## config.mk

```make
export PLATFORM = sky130hd
export DESIGN_NAME = puf_eval_ctrl_flat
export DESIGN_NICKNAME = d
export VERILOG_FILES = /design/src/rtl/puf_eval_ctrl_if.sv /design/src/rtl/puf_eval_ctrl.sv /design/src/flat_wrapper.sv
export SDC_FILE = /design/constraint.sdc
export NUM_CORES = 1
export LEC_CHECK = 0
export CAP_MARGIN = 0
export CELL_PAD_IN_SITES_DETAIL_PLACEMENT = 1
export CELL_PAD_IN_SITES_GLOBAL_PLACEMENT = 1
export CORE_UTILIZATION = 37
export CTS_CLUSTER_SIZE = 24
export DETAILED_ROUTE_END_ITERATION = 12
export PLACE_DENSITY_LB_ADDON = 0.3
export REMOVE_ABC_BUFFERS = 1
export SYNTH_ARGS = -nofsm -noshare
export SYNTH_HDL_FRONTEND = slang
export SYNTH_SLANG_ARGS = --single-unit
export TNS_END_PERCENT = 1
```

## constraint.sdc

```tcl
create_clock -name clk -period 2 [get_ports clk]
set_input_delay 0.3 -clock clk [delete_from_list [all_inputs] [get_ports clk]]
set_output_delay 0.3 -clock clk [all_outputs]
set_load 0.02 [all_outputs]
```

## src/rtl/puf_eval_ctrl_if.sv

```systemverilog
`default_nettype none
// ============================================================================
//  Module      : puf_eval_ctrl_if
//  Description : Control, oscillator-bank and result signals of the
//                ring-oscillator PUF evaluation controller.
//  Revision    : 1.0 - initial release
// ============================================================================
interface puf_eval_ctrl_if #(
   parameter int CNT_W = 16,
   parameter int NBITS = 8
) ();
   logic             start;
   logic             abort;
   logic [7:0]       challenge;
   logic [CNT_W-1:0] cnt_a;
   logic [CNT_W-1:0] cnt_b;
   logic             ro_en;
   logic [3:0]       sel_a;
   logic [3:0]       sel_b;
   logic             cnt_clr;
   logic             busy;
   logic             done;
   logic [NBITS-1:0] response;
   logic             tie;
   logic             sat;

   // Requester / oscillator-bank side
   modport master (
      output start, abort, challenge, cnt_a, cnt_b,
      input  ro_en, sel_a, sel_b, cnt_clr, busy, done, response, tie, sat
   );

   // Controller side
   modport slave (
      input  start, abort, challenge, cnt_a, cnt_b,
      output ro_en, sel_a, sel_b, cnt_clr, busy, done, response, tie, sat
   );
endinterface
`default_nettype wire

```

## src/rtl/puf_eval_ctrl.sv

```systemverilog
`default_nettype none
// ============================================================================
//  Module      : puf_eval_ctrl
//  Description : Sequences a ring-oscillator PUF: for each response bit it
//                clears the counters, runs both oscillator banks for a fixed
//                window, lets them settle and compares the two counts.
//  Revision    : 1.0 - initial release
// ============================================================================
module puf_eval_ctrl #(
   parameter int CNT_W         = 16,
   parameter int WIN_CYCLES    = 1024,
   parameter int SETTLE_CYCLES = 4,
   parameter int NBITS         = 8
) (
   input  wire logic       clk,
   input  wire logic       rst_n,   // active-high despite the name
   puf_eval_ctrl_if.slave  bus
);

   localparam logic [2:0] S_IDLE    = 3'd0;
   localparam logic [2:0] S_CLEAR   = 3'd1;
   localparam logic [2:0] S_RUN     = 3'd2;
   localparam logic [2:0] S_SETTLE  = 3'd3;
   localparam logic [2:0] S_COMPARE = 3'd4;
   localparam logic [2:0] S_DONE    = 3'd5;

   localparam logic [15:0] c_WIN_LAST    = 16'(WIN_CYCLES - 1);
   localparam logic [15:0] c_SETTLE_LAST = 16'(SETTLE_CYCLES - 1);
   localparam logic [3:0]  c_K_LAST      = 4'(NBITS - 1);

   logic [2:0]       r_state;
   logic [2:0]       w_next;
   logic [15:0]      r_tmr;
   logic [3:0]       r_k;
   logic [3:0]       r_sel_a;
   logic [3:0]       r_sel_b;
   logic [NBITS-1:0] r_resp;
   logic             r_tie;
   logic             r_sat;
   logic             r_ro_en;
   logic             w_accept;
   logic             w_gt;
   logic             w_eq;
   logic             w_full;
   logic             w_cnt_clr;
   logic             w_busy;
   logic             w_done;

   assign w_accept = (r_state == S_IDLE) && bus.start && !bus.abort;
   assign w_gt     = bus.cnt_a > bus.cnt_b;
   assign w_eq     = bus.cnt_a == bus.cnt_b;
   assign w_full   = (bus.cnt_a == {CNT_W{1'b1}}) || (bus.cnt_b == {CNT_W{1'b1}});

   // State register; ro_en is registered from the next state so no input reaches it combinationally
   always_ff @(posedge clk or posedge rst_n) begin
      if (rst_n) begin
         r_state <= S_IDLE;
         r_ro_en <= 1'b0;
      end else begin
         r_state <= w_next;
         r_ro_en <= (w_next == S_RUN);
      end
   end

   // Next-state logic; abort overrides every busy transition
   always_comb begin
      w_next = r_state;
      if (r_state == S_IDLE) begin
         if (w_accept) w_next = S_CLEAR;
      end else if (bus.abort) begin
         w_next = S_IDLE;
      end else begin
         case (r_state)
            S_CLEAR:   w_next = S_RUN;
            S_RUN:     if (r_tmr == c_WIN_LAST)    w_next = S_SETTLE;
            S_SETTLE:  if (r_tmr == c_SETTLE_LAST) w_next = S_COMPARE;
            S_COMPARE: w_next = (r_k == c_K_LAST) ? S_DONE : S_CLEAR;
            S_DONE:    w_next = S_IDLE;
            default:   w_next = S_IDLE;
         endcase
      end
   end

   // Output decode from the current state
   always_comb begin
      w_cnt_clr = 1'b0;
      w_busy    = 1'b1;
      w_done    = 1'b0;
      case (r_state)
         S_IDLE:  w_busy    = 1'b0;
         S_CLEAR: w_cnt_clr = 1'b1;
         S_DONE:  w_done    = 1'b1;
         default: ;
      endcase
   end

   // Window/settle timer: restarts on every state change, counts only while timing
   always_ff @(posedge clk or posedge rst_n) begin
      if (rst_n) begin
         r_tmr <= 16'd0;
      end else if (w_next != r_state) begin
         r_tmr <= 16'd0;
      end else if ((r_state == S_RUN) || (r_state == S_SETTLE)) begin
         r_tmr <= r_tmr + 16'd1;
      end
   end

   // Bit index, selects and result capture
   always_ff @(posedge clk or posedge rst_n) begin
      if (rst_n) begin
         r_k     <= 4'd0;
         r_sel_a <= 4'd0;
         r_sel_b <= 4'd0;
         r_resp  <= '0;
         r_tie   <= 1'b0;
         r_sat   <= 1'b0;
      end else if (w_accept) begin
         r_k     <= 4'd0;
         r_sel_a <= bus.challenge[3:0];
         r_sel_b <= bus.challenge[7:4];
         r_resp  <= '0;
         r_tie   <= 1'b0;
         r_sat   <= 1'b0;
      end else if ((r_state == S_COMPARE) && !bus.abort) begin
         for (int i = 0; i < NBITS; i++) begin
            if (r_k == 4'(i)) r_resp[i] <= w_gt;
         end
         if (w_eq)   r_tie <= 1'b1;
         if (w_full) r_sat <= 1'b1;
         // Advancing the selects by one per bit gives (base + k) mod 16
         if (r_k != c_K_LAST) begin
            r_k     <= r_k + 4'd1;
            r_sel_a <= r_sel_a + 4'd1;
            r_sel_b <= r_sel_b + 4'd1;
         end
      end
   end

   assign bus.ro_en    = r_ro_en;
   assign bus.cnt_clr  = w_cnt_clr;
   assign bus.busy     = w_busy;
   assign bus.done     = w_done;
   assign bus.sel_a    = r_sel_a;
   assign bus.sel_b    = r_sel_b;
   assign bus.response = r_resp;
   assign bus.tie      = r_tie;
   assign bus.sat      = r_sat;

endmodule
`default_nettype wire

```

## src/flat_wrapper.sv

```systemverilog
// flat-port wrapper written by rule: the top's interface ports become plain ports
module puf_eval_ctrl_flat 
#(
   parameter int CNT_W         = 16,
   parameter int WIN_CYCLES    = 1024,
   parameter int SETTLE_CYCLES = 4,
   parameter int NBITS         = 8
)
  (clk, rst_n, bus_start, bus_abort, bus_challenge, bus_cnt_a, bus_cnt_b, bus_ro_en, bus_sel_a, bus_sel_b, bus_cnt_clr, bus_busy, bus_done, bus_response, bus_tie, bus_sat);
  puf_eval_ctrl_if #(.CNT_W(CNT_W), .NBITS(NBITS)) bus_i ();
  input  wire logic clk;
  input  wire logic rst_n;
  input wire logic [$bits(bus_i.start)-1:0] bus_start;
  input wire logic [$bits(bus_i.abort)-1:0] bus_abort;
  input wire logic [$bits(bus_i.challenge)-1:0] bus_challenge;
  input wire logic [$bits(bus_i.cnt_a)-1:0] bus_cnt_a;
  input wire logic [$bits(bus_i.cnt_b)-1:0] bus_cnt_b;
  output wire logic [$bits(bus_i.ro_en)-1:0] bus_ro_en;
  output wire logic [$bits(bus_i.sel_a)-1:0] bus_sel_a;
  output wire logic [$bits(bus_i.sel_b)-1:0] bus_sel_b;
  output wire logic [$bits(bus_i.cnt_clr)-1:0] bus_cnt_clr;
  output wire logic [$bits(bus_i.busy)-1:0] bus_busy;
  output wire logic [$bits(bus_i.done)-1:0] bus_done;
  output wire logic [$bits(bus_i.response)-1:0] bus_response;
  output wire logic [$bits(bus_i.tie)-1:0] bus_tie;
  output wire logic [$bits(bus_i.sat)-1:0] bus_sat;
  assign bus_i.start = bus_start;
  assign bus_i.abort = bus_abort;
  assign bus_i.challenge = bus_challenge;
  assign bus_i.cnt_a = bus_cnt_a;
  assign bus_i.cnt_b = bus_cnt_b;
  assign bus_ro_en = bus_i.ro_en;
  assign bus_sel_a = bus_i.sel_a;
  assign bus_sel_b = bus_i.sel_b;
  assign bus_cnt_clr = bus_i.cnt_clr;
  assign bus_busy = bus_i.busy;
  assign bus_done = bus_i.done;
  assign bus_response = bus_i.response;
  assign bus_tie = bus_i.tie;
  assign bus_sat = bus_i.sat;
  puf_eval_ctrl #(.CNT_W(CNT_W), .WIN_CYCLES(WIN_CYCLES), .SETTLE_CYCLES(SETTLE_CYCLES), .NBITS(NBITS)) u_core (.clk(clk), .rst_n(rst_n), .bus(bus_i));
endmodule
```

# Word-level counts from Yosys, hierarchy flattened
# Cells that the tools add are included.
# totals
regBits	42
output_inout_bits	22
word_cells	110
# classes
addsub	4
magnitude_cmp	1
eq_ne	20
muxes	37
n_reduce_logical	32
# op_table
operator	count
$mux 4	9
$eq 16x16->1 const B	2
$mux 16	2
$reduce_bool 2->1	13
$reduce_and 2->1	11
$mux 3	6
$mux 1	17
$add 16x1->16 const B	1
$eq 16x10->1 const B	1
$eq 16x16->1	1
$eq 16x2->1 const B	1
$eq 4x3->1 const B	4
$gt 16x16->1	1
$mux 8	2
$add 4x1->4 const B	3
$pmux 3 s4	1
$eq 3x2->1 const B	3
$eq 4x2->1 const B	2
$eq 3x3->1 const B	2
$eq 4x1->1 const B	1
$logic_not 4->1	1
$ne 4x3->1 const B	1
$eq 3x1->1 const B	1
$logic_and 1x1->1	3
other kinds (4)	5

# Logic depth before layout (Yosys ltp)
# logic_depth
depth_word	7
ltp_mapped	8
ltp_nobuf	8

# Worst setup path after synthesis
# No wires, ideal clock.
# synth_path
kind	register to register
startpoint	reg u_core.r_tmr[0]
endpoint	reg u_core.r_tmr[6]
setup_time_ps	119
arrival_time_ps	1713
path_slack_ps	168
path_stages_with_launch	9
path_cell_list	dfrtp_1 -> ha_1 -> nand4b_1 -> nor2_2 -> nand4_2 -> o31ai_2 -> o21bai_4 -> buf_6 -> nor2_1
# synth_via
elab_chain_len	7
word_cells_on_any_way	12
cone_classes	add/sub: 1; eq/ne: 3; mux: 7; reduce/logical: 1
# synth_lines
element	line	rtl
start: declaration	puf_eval_ctrl.sv:33	logic [15:0] r_tmr;
start signal: assignment	puf_eval_ctrl.sv:104	r_tmr <= r_tmr + 16'd1;
$eq 16x2->1 / $eq 16x10->1 (equally long branches)	puf_eval_ctrl.sv:76, puf_eval_ctrl.sv:75	
$mux 3, on equally long branches	puf_eval_ctrl.sv:76, puf_eval_ctrl.sv:75	
$pmux 3 s4	puf_eval_ctrl.sv:73	case (r_state)
$mux 3	puf_eval_ctrl.sv:70	end else if (bus.abort) begin
$mux 3	puf_eval_ctrl.sv:68	if (r_state == S_IDLE) begin
$ne 3x3->1	puf_eval_ctrl.sv:101	end else if (w_next != r_state) begin
$mux 16 / $reduce_bool 2->1 (equally long branches)	-	
# Parallel ways exist; a longest one is shown, timed or not. The select of a mux whose other input is x is not followed.
# A chain may end at the register's enable or synchronous reset.

# Worst setup path in the final report
# layout_path
startpoint	in bus_cnt_a[10]
endpoint	reg u_core.r_resp[5], in the netlist u_core.bus.response[5]
# layout_via
elab_chain_len	4
# layout_lines
element	line	rtl
start: declaration	flat_wrapper.sv:16	input wire logic [$bits(bus_i.cnt_a)-1:0] bus_cnt_a;
$gt 16x16->1	puf_eval_ctrl.sv:50	assign w_gt = bus.cnt_a > bus.cnt_b;
$mux 1	puf_eval_ctrl.sv:126	if (r_k == 4'(i)) r_resp[i] <= w_gt;
$mux 8	puf_eval_ctrl.sv:124	end else if ((r_state == S_COMPARE) && !bus.abort) begin
$mux 8	puf_eval_ctrl.sv:117	end else if (w_accept) begin
end signal: indexed assignment	puf_eval_ctrl.sv:126	
end: declaration	puf_eval_ctrl.sv:37	logic [NBITS-1:0] r_resp;
# Every way passes these cells. The select of a mux whose other input is x is not followed.

==> results.md <==
* Initial antenna violation count at 0
* Max-slew violation count at 0
* DIE HEIGHT at 86.8 um
* EDFF count, synth at 0
* First-pass iteration count of the detailed router at 4
* Asr flop ratio synth at 100%
* Fin crit period at 2.04 ns
* Period utilization at 102%
* Fin Setup TNS at -0.118 ns
* Worst Tran Pin Value at 0.546 ns
* Vias in the first global route at 2,562
* Die X at 86.8 um
* Most frequent cell after synthesis: dfrtp_1
* Initial DRC Count at 99
* RR Startpoint: u_core.r_state[2]
* Htree depth at 2
* Worst setup path category: in -> reg
* Initial core utilization at 38.7%
* Worst-path fanout max at 8
* Die ar. at 0.00753 mm^2
* I/O Pins at 66
* Sinks on Clock Net at 42
* R2R cell count at 7
* Total of max-cap violations at 0
* Drt wl/cell at 15.5 um
* Overall routing resource usage at 20.2%
* Worst Path Required at 2.18 ns
* Slew Limit Headroom at 63.6%
* RD Place Congestion at 0.779
* Largest net degree at the start of global routing at 43
* Post-synth top cells: 42 x dfrtp_1, 34 x nor2_1, 24 x nand2_1, 23 x ha_1, 20 x inv_1
* First-pass GRT wire length at 11,900 um
* Max Clock Skew at 0.00923 ns
* Fmax at 0.490 GHz
* Number of synthesized register bits at 42
* Clk slew on worst S/H paths at 0.09 ns
* Status: finished, violations left
* Root buffer cell: clkbuf_8
* PwrDens at 564 mW/mm^2
* Synth Flop Type: dfrtp_1
* Syn_area_per_cell at 9.14 um^2
* TritonCTS buffer count at 5
* Synth warn at 0
* Setup violators final at 5
* Grt ovf at 0
* Top-area cell type share of the netlist area at 39.5%
* Row count at 30
* Final WL at 7460 um
* Layout cells sized above 1 at 17.6%
* Clock Path Buffers at 2
* Area after DPL at 0.00357 mm^2
* Leak at 0.00178 uW
* IO buf count at 65
* TritonCTS clock tree: yes
* Via Count at 2,442
* Failing checks: setup timing
* Layout area overhead at 44.8%
* Peak supply drop at 0.385 mV
* Avg Vias per Cell at 5.07
* Final Core Density at 56.1%
* Hpwl dp at 5430 um
* Ranking of synthesized cells by area: dfrtp_1 40%, ha_1 11%, xor2_1 5.3%
* Final count of hold timing violations at 0
* Clock Latency Late Sink at 0.30 ns
* Design area at 0.00385 mm^2
* Synth unique cells at 42
* Worst setup EP type: flip-flop
* Cells after Synth at 291
* Post-synth top area cell: dfrtp_1
* R2r setup slk at 0.09 ns
* Critical Path AT at 2.22 ns
* Final non-filler cell total at 482
* DRC viols at 0
* Post-route ant nets at 0
* Synthesized area at 0.00266 mm^2
* Final #Nets at 452
* Startpoint class of the critical path: input port
* Core ar. at 0.00687 mm^2
* Seq/Total Area, Yosys at 39.5%
* # placed instances at 472
* Antenna cells at 0
* RSZ-0062 raised after global routing: true
* Worst hold path type: in -> async
* R2r endpoint: u_core.r_tmr[11]
* Post-placement worst setup slack at -0.479 ns
* Worst Setup Slack, final at -0.0390 ns
## cell families (layout without fill, tap and decap cells)
logic type / after synthesis / after routing / synth area share, %
DFF: 42 / 42 / 39.5
muxes: 4 / 4 / 1.51
xor gates and xnor gates: 24 / 24 / 7.90
and+or+nand+nor: 123 / 123 / 23.7
adders and majority gates: 23 / 23 / 10.8
buffers and inverters: 31 / 126 / 6.68
AOI/OAI and AO/OA: 44 / 44 / 9.88
## power breakdown
part / leakage (uW) / internal (uW) / switching (uW) / total [uW]
logic: 0.00115 / 293 / 272 / 565
registers: 0.000569 / 896 / 46.9 / 942
clock network: 0.0000579 / 368 / 299 / 667
## worst max-delay path, stage by stage
cell             delay (ns)
clkdlybuf4s50_1        0.53
ha_4                   0.23
a21oi_1                0.16
o21ai_0                0.14
a21oi_1                0.32
a31oi_4                0.14
o21bai_4               0.28
o21ai_1                0.12
## layout by cell type (no fill, tap or decap), types with 3 or more instances in the layout
master / instances
a21oi_1: 15
buf_4: 32
inv_2: 4
mux2i_1: 4
clkdlybuf4s50_1: 53
o21ai_0: 11
clkbuf_8: 5
nand2_1: 23
nor2_1: 34
nor4_1: 5
dfrtp_1: 42
ha_1: 18
nand3_1: 18
or3_1: 4
ha_4: 5
dlymetal6s2s_1: 9
inv_1: 16
nand4_1: 16
o21ai_1: 5
o21ai_2: 3
xnor2_1: 8
xor2_1: 16
dlygate4sd2_1: 3
## repair_timing
item | 4_1_cts | 5_1_grt
cloned | 0 | 0
setup endpoints to repair | 11 | 25
endpoints found under the hold margin | 0 | 0
buffers inserted | 0 | 2
pin swaps | 1 | 8
gates resized for setup | 6 | 37
hold buffers | 0 | 0
## state kept, by name, summed over array words and instances, names as in the netlist
register             cells
u_core.r_k               4
u_core.bus.ro_en         1
u_core.r_state           3
u_core.bus.sel_a         4
u_core.bus.sat           1
u_core.bus.tie           1
u_core.bus.response      8
u_core.r_tmr            16
u_core.bus.sel_b         4
## metrics by stage
step,power [uW],hold slack (ns)
2_1_floorplan,1190,0.363
3_3_place_gp,1470,0.477
3_5_place_dp,1490,0.502
4_1_cts,2170,0.452
5_1_grt,2290,0.515
6_report,2170,0.432
## worst max path at each step
stage | from | to | slack (ns)
6_report | bus_cnt_a[10] | u_core.bus.response[5] | -0.04
5_1_grt | bus_cnt_a[10] | u_core.bus.response[5] | -0.13
4_1_cts | bus_cnt_b[11] | u_core.bus.response[0] | -0.05
3_5_place_dp | bus_cnt_b[11] | u_core.bus.response[2] | -0.48
3_3_place_gp | bus_cnt_b[10] | u_core.bus.response[1] | -0.40
2_1_floorplan | u_core.r_state[1] | u_core.bus.sel_a[3] | 0.07
## cell type report
class                           instances  area, um^2
Fill cell                             792        3020
Multi-Input combinational cell        218        1570
Sequential cell                        42        1050
Timing Repair Buffer                   98         930
Tap cell                               96         120
Inverter                               20        75.1
Clock buffer                            5        68.8
Clock inverter                          3        40.0
## metal layers
layer | part of all wire, % | global-route usage, %
met3 | 2.1 | 3.14
met1 | 42 | 23.5
met2 | 54 | 37.3
met5 | 0 | 0
met4 | 1.8 | 7.12
(Power assumes the default switching activity.)
